--- config.mk ---
export PLATFORM = sky130hd
export DESIGN_NAME = axi_hier_throttle
export DESIGN_NICKNAME = d
export VERILOG_FILES = /design/src/rtl/axi_hier_throttle.sv
export SDC_FILE = /design/constraint.sdc
export NUM_CORES = 1
export LEC_CHECK = 0
export ABC_AREA = 1
export ABC_CLOCK_PERIOD_IN_PS = 5140
export CORE_AREA = 2 2 148 150
export DETAILED_ROUTE_END_ITERATION = 8
export DIE_AREA = 0 0 150 152
export GPL_TIMING_DRIVEN = 0
export SYNTH_ARGS = -nofsm -noshare
export SYNTH_HDL_FRONTEND = slang
export SYNTH_SLANG_ARGS = --single-unit
--- constraint.sdc ---
create_clock -name clk_i -period 5.14 [get_ports clk_i]
set_clock_uncertainty 0.05 [all_clocks]
set_input_delay 1.285 -clock clk_i [delete_from_list [all_inputs] [get_ports clk_i]]
set_output_delay 1.285 -clock clk_i [all_outputs]
set_load 0.005 [all_outputs]
--- src/rtl/axi_hier_throttle.sv ---
`default_nettype none
// ============================================================================
// Module   : axi_hier_throttle
// Purpose  : Per-port AXI outstanding-transaction limiter with quiesce/idle.
// Revision : 1.0 - initial release
// ============================================================================

package axi_hier_throttle_pkg;
    typedef struct packed {
        logic [3:0]  id;
        logic [31:0] addr;
        logic [7:0]  len;
    } ax_t;

    typedef struct packed {
        logic [31:0] data;
        logic [3:0]  strb;
        logic        last;
    } w_t;

    typedef struct packed {
        logic [3:0] id;
        logic [1:0] resp;
    } b_t;

    typedef struct packed {
        logic [3:0]  id;
        logic [31:0] data;
        logic [1:0]  resp;
        logic        last;
    } r_t;

    typedef struct packed {
        ax_t  aw;
        logic aw_valid;
        w_t   w;
        logic w_valid;
        logic b_ready;
        ax_t  ar;
        logic ar_valid;
        logic r_ready;
    } req_t;

    typedef struct packed {
        logic aw_ready;
        logic ar_ready;
        logic w_ready;
        b_t   b;
        logic b_valid;
        r_t   r;
        logic r_valid;
    } resp_t;
endpackage

module axi_hier_throttle #(
    parameter int unsigned MaxTxns  = 8,
    parameter int unsigned CntWidth = $clog2(MaxTxns + 1),
    parameter type         req_t    = axi_hier_throttle_pkg::req_t,
    parameter type         resp_t   = axi_hier_throttle_pkg::resp_t
) (
    input  logic                clk_i,
    input  logic                rst_ni,
    input  req_t                slv_req_i,
    output resp_t               slv_resp_o,
    output req_t                mst_req_o,
    input  resp_t               mst_resp_i,
    input  logic [CntWidth-1:0] wr_limit_i,
    input  logic [CntWidth-1:0] rd_limit_i,
    input  logic                block_i,
    output logic                idle_o,
    output logic [CntWidth-1:0] wr_outstanding_o,
    output logic [CntWidth-1:0] rd_outstanding_o
);
    localparam logic [CntWidth-1:0] MAX_CNT = CntWidth'(MaxTxns);

    logic [CntWidth-1:0] wr_lim, rd_lim;
    logic [CntWidth-1:0] wr_cnt_q, wr_cnt_d, rd_cnt_q, rd_cnt_d;
    logic                aw_hold_q, aw_hold_d, ar_hold_q, ar_hold_d;
    logic                idle_q, idle_d;
    logic                aw_allow, ar_allow;
    logic                aw_hs, ar_hs, b_hs, rlast_hs;

    function automatic logic [CntWidth-1:0] next_cnt(
        input logic [CntWidth-1:0] cnt,
        input logic                inc,
        input logic                dec
    );
        logic [CntWidth-1:0] res;
        res = cnt;
        if (inc && !dec && cnt != MAX_CNT) begin
            res = cnt + 1'b1;
        end else if (dec && !inc && cnt != '0) begin
            res = cnt - 1'b1;
        end
        return res;
    endfunction

    // Allow depends only on registers, block and limits: no ready->valid path.
    always_comb begin
        wr_lim   = (wr_limit_i == '0 || wr_limit_i > MAX_CNT) ? MAX_CNT : wr_limit_i;
        rd_lim   = (rd_limit_i == '0 || rd_limit_i > MAX_CNT) ? MAX_CNT : rd_limit_i;
        aw_allow = aw_hold_q | (~block_i & (wr_cnt_q < wr_lim));
        ar_allow = ar_hold_q | (~block_i & (rd_cnt_q < rd_lim));
    end

    always_comb begin
        mst_req_o           = slv_req_i;
        mst_req_o.aw_valid  = slv_req_i.aw_valid & aw_allow;
        mst_req_o.ar_valid  = slv_req_i.ar_valid & ar_allow;
        slv_resp_o          = mst_resp_i;
        slv_resp_o.aw_ready = mst_resp_i.aw_ready & aw_allow;
        slv_resp_o.ar_ready = mst_resp_i.ar_ready & ar_allow;
    end

    always_comb begin
        aw_hs     = slv_req_i.aw_valid & aw_allow & mst_resp_i.aw_ready;
        ar_hs     = slv_req_i.ar_valid & ar_allow & mst_resp_i.ar_ready;
        b_hs      = mst_resp_i.b_valid & slv_req_i.b_ready;
        rlast_hs  = mst_resp_i.r_valid & slv_req_i.r_ready & mst_resp_i.r.last;
        // A presented-but-unaccepted AX keeps its gate open until it completes.
        aw_hold_d = slv_req_i.aw_valid & aw_allow & ~mst_resp_i.aw_ready;
        ar_hold_d = slv_req_i.ar_valid & ar_allow & ~mst_resp_i.ar_ready;
        wr_cnt_d  = next_cnt(wr_cnt_q, aw_hs, b_hs);
        rd_cnt_d  = next_cnt(rd_cnt_q, ar_hs, rlast_hs);
        idle_d    = (wr_cnt_d == '0) && (rd_cnt_d == '0);
    end

    always_ff @(posedge clk_i or negedge rst_ni) begin
        if (!rst_ni) begin
            wr_cnt_q  <= '0;
            rd_cnt_q  <= '0;
            aw_hold_q <= 1'b0;
            ar_hold_q <= 1'b0;
            idle_q    <= 1'b1;
        end else begin
            wr_cnt_q  <= wr_cnt_d;
            rd_cnt_q  <= rd_cnt_d;
            aw_hold_q <= aw_hold_d;
            ar_hold_q <= ar_hold_d;
            idle_q    <= idle_d;
        end
    end

    assign idle_o           = idle_q;
    assign wr_outstanding_o = wr_cnt_q;
    assign rd_outstanding_o = rd_cnt_q;

`ifndef SYNTHESIS
    a_wr_underflow : assert property (@(posedge clk_i) disable iff (!rst_ni)
        !(b_hs && !aw_hs && wr_cnt_q == '0));
    a_rd_underflow : assert property (@(posedge clk_i) disable iff (!rst_ni)
        !(rlast_hs && !ar_hs && rd_cnt_q == '0));
    a_wr_ceiling   : assert property (@(posedge clk_i) disable iff (!rst_ni)
        wr_cnt_q <= MAX_CNT);
    a_rd_ceiling   : assert property (@(posedge clk_i) disable iff (!rst_ni)
        rd_cnt_q <= MAX_CNT);
`endif

endmodule

`default_nettype wire

## Word-level counts from Yosys, hierarchy flattened

Cells that the tools add are included.

| word-level totals | value |
|---|---|
| flip-flop bits (word level) | 11 |
| bits of input ports | 191 |
| output and inout port bits | 189 |
| word-level logic and storage cells | 60 |

| cells by class | value |
|---|---|
| $add $sub $neg | 4 |
| order comparisons | 4 |
| eq/ne operators | 2 |
| muxes and demuxes | 6 |
| bitwise logic cells | 18 |
| reduce and logical (&&, ||, !) cells | 21 |

Operators with widths:

| operator | count |
|---|---|
| 4-bit 2-to-1 mux | 6 |
| 4-bit zero test | 4 |
| 1-bit bitwise AND | 13 |
| 1-bit logical AND | 9 |
| 4-bit by 1-bit adder with 4-bit output, second input constant | 2 |
| 4-bit greater-than comparator, second input constant | 2 |
| 4-bit < comparator | 2 |
| 4-bit inequality test, second input constant | 2 |
| 4-bit nonzero test | 2 |
| 4-bit by 1-bit subtractor with 4-bit output, second input constant | 2 |
| 1-bit zero test | 4 |
| 1-bit inverter | 3 |
| 1-bit logical OR | 2 |
| 1-bit bitwise OR | 2 |

## Logic depth before layout (Yosys ltp)

Gate-level depths: netlist of the first run.

| depth | value |
|---|---|
| word-level depth | 15 |
| mapped depth | 18 |
| mapped depth without buffers | 18 |

## Worst setup path before layout of the first run

No wires, ideal clock.

| path | value |
|---|---|
| path type | in2out |
| start point | in wr_limit_i[0] |
| end point | out mst_req_o[85] in the netlist's numbering |
| data arrival time | 2349 ps |
| data required time | 3805 ps |
| path slack | 1456 ps |
| cell stages on the path | 9 |
| buffers on the path | 0 |
| cells stage by stage | nor2_4 a21oi_1 ha_1 a211o_1 inv_1 nand2_2 nand2_4 nand2_1 inv_1 |

RTL lines:

| element | RTL line | source |
|---|---|---|
| start: declaration | 67 | `input logic [CntWidth-1:0] wr_limit_i,` |
| end: declaration | 65 | `output req_t mst_req_o,` |

==> reports/qor.log, run 1 <==
INFO  synth          syn_inst=325
INFO  synth          yosys-top-cells-count=176 x sky130_fd_sc_hd__buf_4, 38 x sky130_fd_sc_hd__nand2_1, 23 x sky130_fd_sc_hd__inv_1, 22 x sky130_fd_sc_hd__nand3_1
INFO  drt            avgViaCountPerCell=3.08
INFO  synth          top_count_cell_post_synth=sky130_fd_sc_hd__buf_4
INFO  clocking       postCtsSetupRepairBufs=0
INFO  timing         worst_slew_pin_slew=0.645ns
INFO  synth          postSynth.asyncResetShare=1.00
INFO  critical_path  required=3.81ns
INFO  run            max_capacitance_violation_total=0
INFO  floorplan      die-area=0.0228mm2
INFO  timing         post-route-period-util=0.924
INFO  global_route   grt_start_max_net_pins=12
INFO  timing         finalCriticalPeriod=4.75ns
INFO  finish         fillerInstances=2374
INFO  drt            wl=9.06mm
INFO  critical_path  worstSetupStartpointType=primary input
INFO  place          globalplace.congestion=0.744
INFO  drt            detail_route.wl_per_cell=11.1um
INFO  pwr            power.leakage=2.30nW
INFO  floorplan      coreArea=0.0214mm2
INFO  clocking       tritoncts_num_sinks=11
INFO  clocking       root_buffer_cell=sky130_fd_sc_hd__clkbuf_16
INFO  clocking       post_cts.resized_instances=0
INFO  drt            drt-pass1-iter-count=4
INFO  timing         rsz0062_at_grt=no
INFO  finish         number_of_nets_at_the_end_of_the_flow=739
INFO  drt            top_layer_used=met4
INFO  floorplan      rows=54
INFO  floorplan      die_width=150um
INFO  clocking       cts.htree.levels=1
INFO  critical_path  worst-endpoint-arrival=3.41ns
INFO  floorplan      pin_count=380
INFO  drt            antenna_violating_nets_post_route=0
INFO  synth          yosys_most_used_dff=sky130_fd_sc_hd__dfrtp_1
INFO  critical_path  crit_family=buffers and inverters
INFO  pwr            vdd_drop_max=0.0788mV
INFO  synth          synth_compound_area_frac=0.0337
INFO  critical_path  crit_path_top_delay_cell=sky130_fd_sc_hd__clkdlybuf4s50_1
INFO  synth          synth_adder_area_share=0.0518
INFO  synth          ys_warn_count=0
INFO  clocking       cts-root-to-sink-buffers=2
INFO  global_route   vias_in_the_first_global_route=2553
INFO  clocking       worst_skew_pair.late_latency=0.25ns
INFO  floorplan      fp.dieH=152um
INFO  drt            number_of_violations_reported_at_the_end_of_detailed_routing_iteration_0=30
INFO  timing         report.final.hold_viol_count=0
INFO  timing         slew_viol_final=0
INFO  synth          synthesis.nets=526
INFO  finish         areaGrowthSynthToFinish=104%
INFO  critical_path  path_cells=clkdlybuf4s50_1 > nor2_4 > a21oi_1 > ha_1 > a211o_1 > inv_1 > nand2_2 > nand2_4 > nand2_1 > inv_1 > clkdlybuf4s50_1
INFO  global_route   grt_first_pass_wirelength=12.9mm
INFO  synth          synth_xor_area_frac=0.0218
INFO  critical_path  worst_path_buffer_plus_inverter_count=4
INFO  pwr            power_density=204mW/mm2
INFO  synth          yosys-top-cells-area=sky130_fd_sc_hd__buf_4 55%, sky130_fd_sc_hd__dfrtp_1 10%, sky130_fd_sc_hd__nand2_1 5.9%, sky130_fd_sc_hd__ha_1 5.2%, sky130_fd_sc_hd__nand3_1 4.6%
INFO  clocking       clkSlewWorstSetupHoldPaths=0.05ns
INFO  place          dp.final_hpwl=8.36mm
INFO  drt            detail_route.drc_violations=0
INFO  timing         sum_neg_setup_slack=0ns
INFO  synth          synthDominantCellAreaShare=0.547
INFO  drt            wl_met3=958um
INFO  timing         slew_headroom=0.568
INFO  critical_path  cpPeakStageDelay=0.50ns
INFO  clocking       cts.hold.buffers_added=0
INFO  drt            met2_wirelength=5.07mm
INFO  clocking       numCtsBuffers=3
INFO  synth          synth_area_per_cell=7.43um2
INFO  synth          synth.area.mux_share=0
INFO  global_route   antenna_violations_before_repair=0
INFO  synth          number_of_flops_mapped_to_enable_cells_by_yosys=0
INFO  finish         drive_gt1_frac=0.380
INFO  synth          yosys.area.top_type=sky130_fd_sc_hd__buf_4
INFO  critical_path  worstSetupPathType=primary input to output port
INFO  drt            drt-met1-wl=2.96mm
INFO  synth          combinational_family_with_the_most_area_after_synthesis=buffers and inverters
INFO  drt            total_vias_in_the_final_route=2513
INFO  critical_path  worstSetupEndpointType=output port
INFO  timing         max_clk_rate=0.211GHz
INFO  floorplan      initial_core_util=0.113
INFO  synth          post_synth_and_or_nand_nor_area_fraction=0.193
INFO  synth          post_synth_instance_area=0.00242mm2
INFO  synth          netlist-cell-type-count=26
INFO  clocking       tritoncts_clock_tree=yes
INFO  finish         combined_area_of_the_multi_input_logic_cells=724um2
INFO  finish         antenna_cells=0
INFO  pwr            total_power=0.00100W
INFO  place          port-buffer-count=208
INFO  worst_hold_path hold_path.class=flop to flop
INFO  global_route   total_gr_overflow=0
INFO  global_route   grt_util_all_layers=0.0725
INFO  finish         postLayoutCoreUtil=0.231
INFO  synth          yosys_reg_bits=11
INFO  status         status=complete, no violations
INFO  timing         worst_hold_margin=0.590ns
INFO  critical_path  worst-path-max-fanout=3
INFO  timing         final-setup-viol-count=0
INFO  finish         area.sequential=277um2
INFO  synth          synth_seq_area_share=0.114
==> cells in the final DEF, fill, tap and decap left out, drive strengths merged <==
master / n
dfstp: 1
xor2: 4
nand3b: 1
xnor2: 2
dfrtp: 10
o21ai: 1
a211o: 2
nor3: 2
inv: 25
clkbuf: 4
nand2: 48
a21boi: 1
clkdlybuf4s50: 208
a21oi: 4
nand3: 25
buf: 176
ha: 10
a31oi: 2
nor2: 11
==> flip-flops by register name, indices dropped and copies added (netlist names) <==
name / cells
aw_hold_q: 1
idle_o: 1
rd_outstanding_o: 4
wr_outstanding_o: 4
ar_hold_q: 1
==> final timing paths <==
check	from	endpoint	slack, ns	cells after the start
worst min-delay path	ar_hold_q	ar_hold_q	0.59	4
worst min register to register	ar_hold_q	ar_hold_q	0.59	4
worst max register to register	rd_outstanding_o[3]	idle_o	2.92	13
worst max-delay path	wr_limit_i[0]	mst_req_o[85]	0.39	11
max in group asynchronous	rst_ni	wr_outstanding_o[3]	3.23	1
min in group asynchronous	rst_ni	ar_hold_q	1.38	1
==> metrics by stage <==
step	cells	setup slack [ns]	area, um2
floorplan	325	1.46	2420
CTS	817	0.362	4930
finish	817	0.391	4930
global placement	813	0.363	4850
global route	817	0.231	4930
detailed placement	813	0.368	4850
==> where the power goes <==
part	leakage [nW]	switching, W	total, W	internal, W
Clock	0.0382	0.0000468	0.000152	0.000105
Combinational	2.13	0.000274	0.000672	0.000398
Sequential	0.130	0.0000601	0.000180	0.000120
==> worst reg2reg max path, cell delays in order, from the launching register on <==
cell and delay, ns:
sky130_fd_sc_hd__dfrtp_1 0.45, sky130_fd_sc_hd__ha_1 0.34, sky130_fd_sc_hd__a211o_1 0.25, sky130_fd_sc_hd__inv_1 0.06, sky130_fd_sc_hd__o21ai_2 0.08, sky130_fd_sc_hd__nand2_2 0.10
sky130_fd_sc_hd__nand3_4 0.12, sky130_fd_sc_hd__nor2_4 0.15, sky130_fd_sc_hd__inv_2 0.08, sky130_fd_sc_hd__nand3_1 0.08, sky130_fd_sc_hd__nand2_1 0.06, sky130_fd_sc_hd__nor2_1 0.12
sky130_fd_sc_hd__nand3_1 0.12, sky130_fd_sc_hd__nor2_2 0.12
==> cell type report <==
class,instances,area share
timing repair buffer,208,0.423
sequential,11,0.0561
buffer,176,0.268
clock buffer,4,0.0160
tap,280,0.0711
inverter,25,0.0190
multi-input combinational,113,0.147
==> routing by layer <==
metal,track usage,vias up
met5,0,-
met1,0.0673,1056
met2,0.153,198
met3,0.0180,4
li1,-,1255
met4,0.0162,0
==> cell families (layout without fill, tap and decap cells) <==
| kind of cell | count (synthesis) | in the layout |
|---|---|---|
| buffers and inverters | 201 | 413 |
| AND/OR/NAND/NOR | 87 | 87 |
| flip-flops | 11 | 11 |
| adder cells (fa/ha/maj) | 10 | 10 |
| AO/OA/AOI/OAI | 10 | 10 |
| XOR/XNOR | 6 | 6 |
Power figures use the tool's default switching activity.
==> run 2, diff against run 1 <==
--- a/config.mk
+++ b/config.mk
@@ -6,7 +6,7 @@
 export NUM_CORES = 1
 export LEC_CHECK = 0
 export ABC_AREA = 1
-export ABC_CLOCK_PERIOD_IN_PS = 5140
+export ABC_CLOCK_PERIOD_IN_PS = 4100
 export CORE_AREA = 2 2 148 150
 export DETAILED_ROUTE_END_ITERATION = 8
 export DIE_AREA = 0 0 150 152
==> constraint.sdc (replaced) <==
create_clock -name clk_i -period 4.1 [get_ports clk_i]
set_clock_uncertainty 0.05 [all_clocks]
set_input_delay 1.025 -clock clk_i [delete_from_list [all_inputs] [get_ports clk_i]]
set_output_delay 1.025 -clock clk_i [all_outputs]
set_load 0.005 [all_outputs]
==> run 2 against run 1 <==
- flip-flop and latch count stayed put
- core utilization is essentially flat
- hold slack got worse by 0.036 ns
- die area unchanged
- largest power group unchanged
- sequential power rose by 26%
- setup slack worse by 0.14 ns
==> reports/qor.log, run 2 (synthesized netlist as in run 1, its figures left out) <==
INFO  status         status=complete, no violations
INFO  critical_path  regToRegEndpoint=idle_o
INFO  drt            wl=9.10mm [+0.44%]
INFO  place          postPlaceCellArea=0.00485mm2 [unchanged]
INFO  timing         sum_neg_setup_slack=0ns [unchanged]
INFO  timing         final-setup-viol-count=0 [unchanged]
INFO  finish         postLayoutCoreUtil=0.231 [+0.000410]
INFO  drt            met2_wirelength=5.09mm [+0.28%]
INFO  drt            drt-met1-wl=2.97mm [+0.37%]
INFO  floorplan      coreArea=0.0214mm2 [unchanged]
INFO  global_route   grt_first_pass_wirelength=12.9mm [+0.43%]
INFO  run            max_capacitance_violation_total=0 [unchanged]
INFO  drt            antenna_violating_nets_post_route=0 [unchanged]
INFO  critical_path  worst-endpoint-arrival=2.77ns [-0.64 ns]
INFO  finish         areaGrowthSynthToFinish=104%
INFO  finish         drive_gt1_frac=0.385 [+0.00487]
INFO  drt            top_layer_used=met4
INFO  floorplan      die_width=150um [unchanged]
INFO  clocking       cts.htree.levels=1 [unchanged]
INFO  timing         slew_headroom=0.568 [about the same]
INFO  critical_path  worstSetupEndpointType=output port
INFO  floorplan      initial_core_util=0.113 [unchanged]
INFO  floorplan      pin_count=380 [unchanged]
INFO  global_route   total_gr_overflow=0 [unchanged]
INFO  drt            detail_route.wl_per_cell=11.1um [+0.32%]
INFO  worst_hold_path hold_path.class=flop to flop
INFO  timing         max_clk_rate=0.260GHz
INFO  finish         fillerInstances=2374 [unchanged]
INFO  critical_path  required=3.02ns [-0.79 ns]
INFO  finish         antenna_cells=0 [unchanged]
INFO  finish         number_of_nets_at_the_end_of_the_flow=740 [+0.14%]
INFO  critical_path  rr_startpoint=rd_outstanding_o[3]
INFO  finish         final_common_cell=sky130_fd_sc_hd__clkdlybuf4s50_1
INFO  drt            total_vias_in_the_final_route=2521 [+0.32%]
INFO  timing         rsz0062_at_grt=no
INFO  critical_path  ff2ff_path_depth=14 [+1]
INFO  global_route   vias_in_the_first_global_route=2569 [+0.63%]
INFO  floorplan      fp.dieH=152um [unchanged]
INFO  pwr            power.leakage=2.34nW [+2.1%]
INFO  clocking       cts.hold.buffers_added=0 [unchanged]
INFO  drt            detail_route.drc_violations=0 [unchanged]
INFO  finish         mostFrequentLayoutCells=200 x sky130_fd_sc_hd__clkdlybuf4s50_1, 177 x sky130_fd_sc_hd__buf_4, 38 x sky130_fd_sc_hd__nand2_1, 22 x sky130_fd_sc_hd__inv_1, 22 x sky130_fd_sc_hd__nand3_1
INFO  global_route   grt_start_max_net_pins=12 [unchanged]
INFO  clocking       cts-root-to-sink-buffers=2 [unchanged]
INFO  drt            drt-pass1-iter-count=4 [unchanged]
INFO  drt            avgViaCountPerCell=3.08 [+0.20%]
INFO  clocking       worst_skew_pair.late_latency=0.25ns [about the same]
INFO  critical_path  worstSetupPathType=primary input to output port
INFO  critical_path  worstSetupStartpointType=primary input
INFO  drt            wl_met3=973um [+1.6%]
INFO  place          port-buffer-count=208 [unchanged]
INFO  clocking       tritoncts_clock_tree=yes
INFO  drt            number_of_violations_reported_at_the_end_of_detailed_routing_iteration_0=30 [unchanged]
INFO  clocking       tritoncts_num_sinks=11 [unchanged]
INFO  critical_path  crit_start=rd_limit_i[1]
INFO  clocking       clkSlewWorstSetupHoldPaths=0.05ns [about the same]
INFO  clocking       root_buffer_cell=sky130_fd_sc_hd__clkbuf_16
INFO  timing         worst_slew_pin_slew=0.645ns [+0.00000447 ns]
INFO  critical_path  rrSetupSlack=1.79ns [-1.13 ns]
INFO  timing         slew_viol_final=0 [unchanged]
INFO  pwr            power_density=255mW/mm2 [+25%]
INFO  place          globalplace.congestion=0.744 [unchanged]
INFO  finish         non_filler_cell_area_final=0.00494mm2 [+0.18%]
INFO  timing         report.final.hold_viol_count=0 [unchanged]
INFO  clocking       numCtsBuffers=3 [unchanged]
INFO  floorplan      rows=54 [unchanged]
INFO  global_route   antenna_violations_before_repair=0 [unchanged]
INFO  pwr            total_power=0.00126W [+26%]
INFO  pwr            vdd_drop_max=0.0987mV [+25%]
INFO  timing         finalCriticalPeriod=3.85ns
INFO  place          dp.final_hpwl=8.36mm [unchanged]
INFO  global_route   grt_util_all_layers=0.0727 [+0.000248]
INFO  floorplan      die-area=0.0228mm2 [unchanged]
INFO  timing         post-route-period-util=0.938
INFO  critical_path  worst-path-max-fanout=2 [-1]
INFO  critical_path  timing.critical_path.to=mst_req_o[1]
## run 2: cell count changes in the layout (fill, tap and decap cells not counted)
cell,previous run,this run
sky130_fd_sc_hd__a21boi_1,0,1
sky130_fd_sc_hd__inv_2,2,3
sky130_fd_sc_hd__a21oi_1,2,1
sky130_fd_sc_hd__dlygate4sd2_1,0,6
sky130_fd_sc_hd__clkdlybuf4s50_1,208,200
sky130_fd_sc_hd__a21boi_0,1,0
sky130_fd_sc_hd__buf_4,176,177
sky130_fd_sc_hd__a21oi_2,1,2
sky130_fd_sc_hd__inv_1,23,22
sky130_fd_sc_hd__dlymetal6s2s_1,0,2
## run 2: where the power goes
group | internal [W] | switching, W
registers | 0.000151 | 0.0000753
clock network | 0.000131 | 0.0000587
logic | 0.000499 | 0.000346
total | 0.000781 | 0.000480
## run 2: area by class of cell
| class | count | area [um2] | area share |
|---|---|---|---|
| flip-flops and latches | 11 | 277 | 0.0560 |
| inverters | 25 | 93.8 | 0.0190 |
| multi-input cells | 113 | 728 | 0.148 |
| plain buffers | 176 | 1320 | 0.268 |
| repair buffers | 209 | 2090 | 0.423 |
| well taps | 280 | 350 | 0.0710 |
| clock buffers | 4 | 78.8 | 0.0160 |
## run 2: metal layers
layer / vias up / GRT usage
met4: 0 / 0.0162
met2: 198 / 0.153
met3: 4 / 0.0180
met1: 1062 / 0.0677
li1: 1257 / -
met5: - / 0
## run 2: worst max-delay path: stages
cell	delay, ns
sky130_fd_sc_hd__clkdlybuf4s50_1	0.48
sky130_fd_sc_hd__inv_1	0.05
sky130_fd_sc_hd__a21oi_1	0.13
sky130_fd_sc_hd__ha_1	0.25
sky130_fd_sc_hd__a211o_1	0.25
sky130_fd_sc_hd__inv_1	0.06
sky130_fd_sc_hd__o21ai_2	0.08
sky130_fd_sc_hd__nand2_2	0.09
sky130_fd_sc_hd__nand2_1	0.06
sky130_fd_sc_hd__inv_1	0.05
sky130_fd_sc_hd__dlygate4sd2_1	0.23
## run 2: worst min path at each step
stage / cells past startpoint / start / slack [ns] / to
after floorplan: 3 / wr_outstanding_o[3] / 0.54 / wr_outstanding_o[3]
after global placement: 4 / ar_hold_q / 0.59 / ar_hold_q
after detailed placement: 4 / ar_hold_q / 0.59 / ar_hold_q
after CTS: 4 / ar_hold_q / 0.56 / ar_hold_q
after global routing: 2 / rd_outstanding_o[0] / 0.62 / rd_outstanding_o[0]
final: 4 / ar_hold_q / 0.55 / ar_hold_q
## run 2: repair_timing
item	in CTS	in global routing
buffers inserted	1	0
pin swaps	2	1
endpoints found under the setup margin	4	2
gates cloned	0	0
gates resized for setup	9	2
## run 2: metrics by stage
stage                     hold WS (ns)  setup WS (ns)  instances
after global routing             0.620         0.0895        818
after global placement           0.586         -0.157        813
after detailed placement         0.585         -0.152        813
after CTS                        0.558         0.0445        818
after floorplan                  0.536          0.936        325
final                            0.554          0.255        818
